## config.mk

```make
export PLATFORM = sky130hd
export DESIGN_NAME = lin_apply
export DESIGN_NICKNAME = d
export VERILOG_FILES = /design/src/rtl/dd_pkg.sv /design/src/rtl/chan_blend.sv /design/src/rtl/lin_apply.sv
export SDC_FILE = /design/constraint.sdc
export NUM_CORES = 1
export LEC_CHECK = 0
export ABC_AREA = 1
export BUFFER_PORTS_ARGS = -buffer_cell sky130_fd_sc_hd__buf_4
export CAP_MARGIN = 10
export CORE_UTILIZATION = 29
export DETAILED_ROUTE_END_ITERATION = 10
export PLACE_DENSITY_LB_ADDON = 0.25
export SLEW_MARGIN = 20
export SYNTH_ARGS = -nofsm -noshare
export SYNTH_HDL_FRONTEND = slang
export SYNTH_HIERARCHICAL = 1
export SYNTH_SLANG_ARGS = --single-unit
```

## constraint.sdc

```tcl
create_clock -name clk_i -period 2.75 [get_ports clk_i]
set_input_delay 0.6875 -clock clk_i [delete_from_list [all_inputs] [get_ports clk_i]]
set_output_delay 0.6875 -clock clk_i [all_outputs]
set_load 0.02 [all_outputs]
```

## src/rtl/dd_pkg.sv

```systemverilog
// Shared types and constants for the dark-mode apply path.
// Optional cross-fade is selected with the DD_FADE_EN macro.
package dd_pkg;

    localparam int PIX_W      = 8;
    localparam int RGB_W      = 24;
    localparam int DEF_HOLD   = 3;
    localparam int DEF_FADE_W = 4;

    typedef enum logic [1:0] {
        NORMAL    = 2'd0,
        TO_DARK   = 2'd1,
        DARK      = 2'd2,
        TO_NORMAL = 2'd3
    } apply_state_t;

endpackage

```

## src/rtl/chan_blend.sv

```systemverilog
// One 8-bit colour channel: blends the pixel with its inverse by alpha.
// Two register stages; alpha is captured together with the pixel in stage 1.
// DD_FADE_EN defined: weighted cross-fade. Undefined: plain inversion,
// where any non-zero alpha (only ever 0 or M) means "inverted".
module chan_blend
    import dd_pkg::*;
#(
    parameter int FADE_W = DEF_FADE_W
) (
    input  logic              clk_i,
    input  logic              rst_ni,
    input  logic [PIX_W-1:0]  c_i,
    input  logic [FADE_W:0]   alpha_i,
    output logic [PIX_W-1:0]  c_o
);

`ifdef DD_FADE_EN
    localparam int              P_W = PIX_W + FADE_W + 1;
    localparam logic [FADE_W:0] M   = {1'b1, {FADE_W{1'b0}}};

    logic [P_W-1:0]   w_p;
    logic [P_W-1:0]   r_p;
    logic [P_W-1:0]   w_q;
    logic [PIX_W-1:0] r_c;

    // c*(M-alpha) + (255-c)*alpha; the sum never exceeds 255*M
    assign w_p = P_W'(c_i) * P_W'(M - alpha_i)
               + P_W'({PIX_W{1'b1}} - c_i) * P_W'(alpha_i);
    assign w_q = r_p >> FADE_W;

    // Stage 1: weighted sum of pixel and its inverse
    always_ff @(posedge clk_i or negedge rst_ni) begin
        if (!rst_ni) r_p <= '0;
        else         r_p <= w_p;
    end

    // Stage 2: scale back to 8 bits; the clamp is unreachable but keeps the byte view total
    always_ff @(posedge clk_i or negedge rst_ni) begin
        if (!rst_ni)                r_c <= '0;
        else if (|w_q[P_W-1:PIX_W]) r_c <= '1;
        else                        r_c <= w_q[PIX_W-1:0];
    end
`else
    logic             w_inv;
    logic [PIX_W-1:0] r_x;
    logic [PIX_W-1:0] r_c;

    assign w_inv = |alpha_i;

    // Stage 1: invert the channel when dark mode is committed
    always_ff @(posedge clk_i or negedge rst_ni) begin
        if (!rst_ni) r_x <= '0;
        else         r_x <= c_i ^ {PIX_W{w_inv}};
    end

    // Stage 2: plain delay so latency matches the fade build
    always_ff @(posedge clk_i or negedge rst_ni) begin
        if (!rst_ni) r_c <= '0;
        else         r_c <= r_x;
    end
`endif

    assign c_o = r_c;

endmodule

```

## src/rtl/lin_apply.sv

```systemverilog
// Applies the line analyser's dark/bright decision to the RGB stream.
// Frame-tick detection, hysteresis and the fade FSM live here; the
// per-channel arithmetic is in chan_blend. Sync/DE get a 2-cycle delay.
// DD_FADE_EN defined: timed cross-fade. Undefined: hard switch at the tick.
module lin_apply
    import dd_pkg::*;
#(
    parameter int HOLD   = DEF_HOLD,
    parameter int FADE_W = DEF_FADE_W
) (
    input  logic              clk_i,
    input  logic              rst_ni,
    input  logic              vs_i,
    input  logic              hs_i,
    input  logic              de_i,
    input  logic [RGB_W-1:0]  data_i,
    input  logic              dark_i,
    output logic              vs_o,
    output logic              hs_o,
    output logic              de_o,
    output logic [RGB_W-1:0]  data_o,
    output logic [FADE_W:0]   alpha_o
);

    localparam int                  ALPHA_W  = FADE_W + 1;
    localparam logic [ALPHA_W-1:0]  M        = {1'b1, {FADE_W{1'b0}}};
    localparam int                  CNT_W    = (HOLD > 1) ? $clog2(HOLD) : 1;
    localparam logic [CNT_W-1:0]    CNT_LAST = CNT_W'(HOLD - 1);

    logic r_vs1, r_hs1, r_de1;
    logic r_vs2, r_hs2, r_de2;

    logic               r_target;
    logic               w_target_nxt;
    logic [CNT_W-1:0]   r_cnt;
    logic [CNT_W-1:0]   w_cnt_nxt;
    apply_state_t       r_state;
    apply_state_t       w_state_nxt;
    logic [ALPHA_W-1:0] r_alpha;
    logic [ALPHA_W-1:0] w_alpha_nxt;
    logic               w_tick;

    logic [PIX_W-1:0]   w_r, w_g, w_b;

    // Sync/DE delay line matching the two pixel stages
    always_ff @(posedge clk_i or negedge rst_ni) begin
        if (!rst_ni) begin
            r_vs1 <= 1'b0; r_hs1 <= 1'b0; r_de1 <= 1'b0;
            r_vs2 <= 1'b0; r_hs2 <= 1'b0; r_de2 <= 1'b0;
        end else begin
            r_vs1 <= vs_i;  r_hs1 <= hs_i;  r_de1 <= de_i;
            r_vs2 <= r_vs1; r_hs2 <= r_hs1; r_de2 <= r_de1;
        end
    end

    // The first delay stage doubles as the edge detector for the frame tick
    assign w_tick = vs_i & ~r_vs1;

    // Hysteresis: retarget only on the HOLD-th consecutive differing tick
    always_comb begin
        w_cnt_nxt    = r_cnt;
        w_target_nxt = r_target;
        if (w_tick) begin
            if (dark_i != r_target) begin
                if (r_cnt == CNT_LAST) begin
                    w_target_nxt = dark_i;
                    w_cnt_nxt    = '0;
                end else begin
                    w_cnt_nxt = r_cnt + CNT_W'(1);
                end
            end else begin
                w_cnt_nxt = '0;
            end
        end
    end

`ifdef DD_FADE_EN
    apply_state_t w_state_mid;

    // Fade FSM: direction follows the new target, then alpha steps once
    always_comb begin
        w_state_mid = r_state;
        w_state_nxt = r_state;
        w_alpha_nxt = r_alpha;
        if (w_tick) begin
            case (r_state)
                NORMAL, TO_NORMAL: if (w_target_nxt)  w_state_mid = TO_DARK;
                DARK, TO_DARK:     if (!w_target_nxt) w_state_mid = TO_NORMAL;
                default:           w_state_mid = NORMAL;
            endcase
            w_state_nxt = w_state_mid;
            case (w_state_mid)
                TO_DARK: begin
                    w_alpha_nxt = (r_alpha >= M) ? M : r_alpha + ALPHA_W'(1);
                    if (w_alpha_nxt == M) w_state_nxt = DARK;
                end
                TO_NORMAL: begin
                    w_alpha_nxt = (r_alpha == '0) ? '0 : r_alpha - ALPHA_W'(1);
                    if (w_alpha_nxt == '0) w_state_nxt = NORMAL;
                end
                DARK:    w_alpha_nxt = M;
                default: w_alpha_nxt = '0;
            endcase
        end
    end
`else
    // Hard switch: the committed target selects full or no inversion at the tick
    always_comb begin
        w_state_nxt = r_state;
        w_alpha_nxt = r_alpha;
        if (w_tick) begin
            w_state_nxt = w_target_nxt ? DARK : NORMAL;
            w_alpha_nxt = w_target_nxt ? M : '0;
        end
    end
`endif

    // Decision state registers
    always_ff @(posedge clk_i or negedge rst_ni) begin
        if (!rst_ni) begin
            r_target <= 1'b0;
            r_cnt    <= '0;
            r_state  <= NORMAL;
            r_alpha  <= '0;
        end else begin
            r_target <= w_target_nxt;
            r_cnt    <= w_cnt_nxt;
            r_state  <= w_state_nxt;
            r_alpha  <= w_alpha_nxt;
        end
    end

    chan_blend #(.FADE_W(FADE_W)) u_blend_r (
        .clk_i   (clk_i),
        .rst_ni  (rst_ni),
        .c_i     (data_i[23:16]),
        .alpha_i (r_alpha),
        .c_o     (w_r)
    );

    chan_blend #(.FADE_W(FADE_W)) u_blend_g (
        .clk_i   (clk_i),
        .rst_ni  (rst_ni),
        .c_i     (data_i[15:8]),
        .alpha_i (r_alpha),
        .c_o     (w_g)
    );

    chan_blend #(.FADE_W(FADE_W)) u_blend_b (
        .clk_i   (clk_i),
        .rst_ni  (rst_ni),
        .c_i     (data_i[7:0]),
        .alpha_i (r_alpha),
        .c_o     (w_b)
    );

    assign vs_o    = r_vs2;
    assign hs_o    = r_hs2;
    assign de_o    = r_de2;
    assign data_o  = r_de2 ? {w_r, w_g, w_b} : '0;
    assign alpha_o = r_alpha;

endmodule
```

## Word-level counts from Yosys, hierarchy flattened

Cells that the tools add are included.
W data, S select, Z words.

| storage, ports and cells | value |
|---|---|
| flip-flop bits (word level) | 62 |
| output and inout bits | 32 |

| operators by class | value |
|---|---|
| $add $sub $neg | 1 |
| equality and inequality tests | 2 |
| muxes and demuxes | 7 |
| bitwise logic cells | 5 |
| reduce and logical (&&, ||, !) cells | 1 |

Operators with widths:

| kind | number |
|---|---|
| $mux W24 | 1 |
| $xor A8 B8 Y8 | 3 |
| $mux W5 | 1 |
| $reduce_or A5 Y1 | 1 |
| $mux W2 | 2 |
| $mux W1 | 3 |
| $add A2 B1 Y2 const B | 1 |
| $eq A2 B2 Y1 const B | 1 |
| $and A1 B1 Y1 | 1 |
| $ne A1 B1 Y1 | 1 |
| $not A1 Y1 | 1 |

## Longest topological paths before layout

| logic depth | value |
|---|---|
| word-level depth | 5 |
| mapped depth | 6 |
| gate-level depth less buffers | 6 |

## By module

Netlist, hierarchy kept.

Modules (own cells, without submodules):

| module | instances | cells each | area an instance (sq um) |
|---|---|---|---|
| chan_blend | 3 | 52 | 593.1 |
| lin_apply | 1 | 91 | 590.6 |

## Worst setup path after synthesis

No wires, ideal clock.

| timing path | value |
|---|---|
| kind | reg-to-output |
| start | register r_de2 (netlist: de_o) |
| end | output port data_o[0] |
| arrival | 0.887 ns |
| data required time | 2.062 ns |
| path slack | 1.176 ns |
| stages on the path, launching flop included | 4 |
| cell sequence | dfrtp_1 -> buf_6 -> nand2_1 -> inv_1 |

| between the ends | value |
|---|---|
| cells in the longest elaborated chain, start to end | 1 |

Ends and longest elaborated chain:

| what | line | text |
|---|---|---|
| from (decl) | lin_apply.sv:31 | `logic r_vs2, r_hs2, r_de2;` |
| from (signal assigned) | lin_apply.sv:52 | `r_vs2 <= r_vs1; r_hs2 <= r_hs1; r_de2 <= r_de1;` |
| $mux W24 | lin_apply.sv:160 | `assign data_o = r_de2 ? {w_r, w_g, w_b} : '0;` |
| to (decl) | lin_apply.sv:21 | `output logic [RGB_W-1:0] data_o,` |

No other way between the ends.

## Worst setup path after layout

| timing path | value |
|---|---|
| start | register r_alpha[4] (netlist: alpha_o[4]) |
| end | output port alpha_o[4] |

RTL lines:

| what | line | text |
|---|---|---|
| from (decl) | lin_apply.sv:39 | `logic [ALPHA_W-1:0] r_alpha;` |
| from (signal assigned) | lin_apply.sv:129 | `r_alpha <= w_alpha_nxt;` |
| to (decl) | lin_apply.sv:22 | `output logic [FADE_W:0] alpha_o` |

No word-level cell between the ends.

==> key figures <==
Worst setup path
  – Crit path depth: 1
  – Critical-path maximum fanout: 5
  – Crit path cell chain: buf_4
  – Delay-heaviest family, CP: flip-flops
  – Beginning of the worst register-to-register path: alpha_o[4]
  – Slowest-stage cell, CP: dfrtp_1
  – Start point of the critical path: alpha_o[4]
  – R2r endpoint: u_blend_b/r_x[4]
  – Critical path startpoint category: register
  – Setup CP Type: register to output pin
  – Crit path DAT: 1250 ps
  – CP required: 2060 ps
  – CP Capture Type: output pin
  – Worst reg2reg path depth: 4
  – R2R Setup Slk: 1510 ps
  – Crit path largest cell delay: 670 ps
  – Bufs and invs on worst path: 1
  – CP endpoint: alpha_o[4]

Synthesis
  – Syn_area_per_cell: 9.59 um2
  – Post-synthesis cell type count: 14
  – Ys Warns: 6
  – Main area contributors after synthesis: dfrtp_1 (61%), nand2_1 (14%), inv_1 (8.4%), nand4_1 (6.3%), nor2_8 (2.5%)
  – Dominant cell type by area after synthesis: dfrtp_1
  – Synthesis-stage register bit count: 58
  – Mapped Cells: between 200 and 250
  – Register area share after synthesis: approximately three fifths
  – Mapped Area: 0.00237 mm2
  – Share of the synthesized area in the top cell type: approximately three fifths

Clock tree
  – Clk_lat worst skew: 330 ps
  – Max H-tree Level: 3
  – Resized cells post-CTS: 0
  – Clk slew on worst S/H paths: 70 ps
  – CTS max path bufs: 2
  – CTS tree: done
  – Num Clock Sinks: 58
  – Root buf cell: clkbuf_8
  – Hold_buf cts: 0
  – Num CTS Buffers: 9
  – Post-CTS Setup Repair Bufs: 0

GRT
  – Vias in the first global route: about 1,600
  – Initial antenna violation count: 0
  – Global-route usage over all layers: roughly 11%
  – Remaining global-route overflow: 0
  – First-pass GRT wire length: 7130 um
  – Pin count of the biggest net entering global routing: between 50 and 60

Drt
  – Routed Antenna Nets: 0
  – Vias: 1,691
  – Drt wl/cell: roughly 9.4 um
  – Detailed-route vias per instance: ~3.9
  – Detailed Route WL: 4060 um
  – Remaining DRCs: 0
  – Number of iterations in the first detailed-routing pass: 4
  – DR iter-0 viols: 48

Power and ir drop
  – Power Total: 2.19 mW
  – Int Power: 1.60 mW
  – Flop pwr share: 45.3%
  – P_sw: 0.593 mW
  – Pleak: 1.82 nW
  – PD cells: 695 mW/mm2
  – Switching share of power: 27.1%
  – Clk pwr share: 39.0%
  – Combinational share of power: 15.7%
  – Max IR drop VDD: 0.482 mV

Finish
  – Share of cells above drive strength 1: roughly a quarter
  – Most common cell after layout, fill and taps aside: nand2_1
  – Util after Layout: 40.4%
  – ANT cells: 0
  – Layout area overhead: 33.1%
  – Leading cell types in the layout, fill and taps excluded: nand2_1 (87), dfrtp_1 (58), buf_4 (58)
  – Design area: 0.00315 mm2
  – Fill cell count: between 800 and 900
  – Final Net Count: 355

Die
  – Die Area: 0.00854 mm2
  – Die Span X: 92.4 um
  – # IOs: a little over 60
  – Die height: 92.4 um
  – Core Area: 0.00781 mm2
  – Row Count: 32
  – Initial core utilization: 30.4%

Placement
  – Port buffer count: 57
  – DP HPWL: 2850 um
  – Gpl congestion: about 0.74
  – Cell Area, Placed: roughly 0.003 mm2

Min path
  – HP Class: register to register

Timing
  – Final hold vios: 0
  – Final min period: a little under 2000 ps
  – Setup violators final: 0
  – Final Max Tran Viols: 0
  – Fin Setup TNS: 0 ps
  – RSZ-0062 raised after global routing: no
  – Actual slew at the worst max-slew pin: 703 ps
  – Final period util: approximately 70%
  – Clk_skew: 9.39 ps
  – Max Clock Freq: 0.517 GHz
  – Rel. slew slack: 53.1%

Flow run
  – Maxcap violations: 0

Status
  – Outcome: complete, no violations
metrics by stage:
step	hold WS, ps	cells	worst slack, ps
after detailed placement	335	416	1170
final	342	431	816
after floorplan	331	262	1180
after CTS	343	431	787
after global routing	349	431	750
after global placement	332	416	1180
synth_stat cells:
master	count
buf_4	4
buf_6	2
conb_1	1
dfrtp_1	58
inv_1	53
inv_2	3
nand2_1	87
nand3_1	3
nand3_4	3
nand4_1	24
nor2_1	2
nor2_2	1
nor2_4	3
nor2_8	3
worst register-to-register path, delay by kind of cell, from the launching register on:
kind	cells	cell delay, ps
flops	1	570
simple gates	4	560
power groups by stage:
stage | Combinational [mW] | Sequential (mW) | Clock [mW]
after floorplan | 0.210 | 1.01 | 0
after global placement | 0.341 | 1.01 | 0
after detailed placement | 0.347 | 1.01 | 0
after CTS | 0.347 | 0.994 | 0.887
after global routing | 0.387 | 1.00 | 0.923
final | 0.343 | 0.994 | 0.855
cell families (layout without fill, tap and decap cells):
kind of cell	Yosys count	after routing	synth area share [%]
flops	58	58	61.2
other cells	1	16	0.158
simple gates	126	126	27.5
buf+inv	62	129	11.1
worst min path at each step:
stage               slack (ps)  cells after the start          endpoint             start
finish                     340                      0  u_blend_b/c_o[4]  u_blend_b/r_x[4]
global route               350                      0  u_blend_g/c_o[2]  u_blend_g/r_x[2]
CTS                        340                      0  u_blend_g/c_o[2]  u_blend_g/r_x[2]
detailed placement         330                      0  u_blend_b/c_o[3]  u_blend_b/r_x[3]
global placement           330                      0  u_blend_g/c_o[0]  u_blend_g/r_x[0]
floorplan                  330                      0              de_o             r_de1
routing by layer:
| layer | vias up | part of all wire [%] | global-route usage [%] |
|---|---|---|---|
| met4 | 0 | 2.7 | 7.03 |
| met3 | 8 | 5.3 | 3.04 |
| met5 | - | 0 | 0 |
| met2 | 53 | 50 | 18.8 |
| met1 | 752 | 42 | 12.1 |
| li1 | 878 | - | - |
flip-flops by register name, summed over array words and instances (netlist names):
register       cells
u_blend_b/c_o      8
u_blend_b/r_x      8
u_blend_g/c_o      8
u_blend_g/r_x      8
u_blend_r/c_o      8
u_blend_r/r_x      8
r_cnt              2
alpha_o            1
de_o               1
hs_o               1
r_de1              1
r_hs1              1
r_target           1
r_vs1              1
vs_o               1
area by class of cell:
| type | count | area, um2 | area share [%] |
|---|---|---|---|
| timing repair buffer | 58 | 435 | 13.8 |
| tap | 102 | 128 | 4.05 |
| inverter | 56 | 210 | 6.67 |
| sequential | 58 | 1450 | 46.0 |
| clock buffer | 10 | 138 | 4.37 |
| multi-input combinational | 142 | 712 | 22.6 |
| clock inverter | 5 | 78.8 | 2.50 |
No activity file was read; power rests on OpenSTA's default activity.
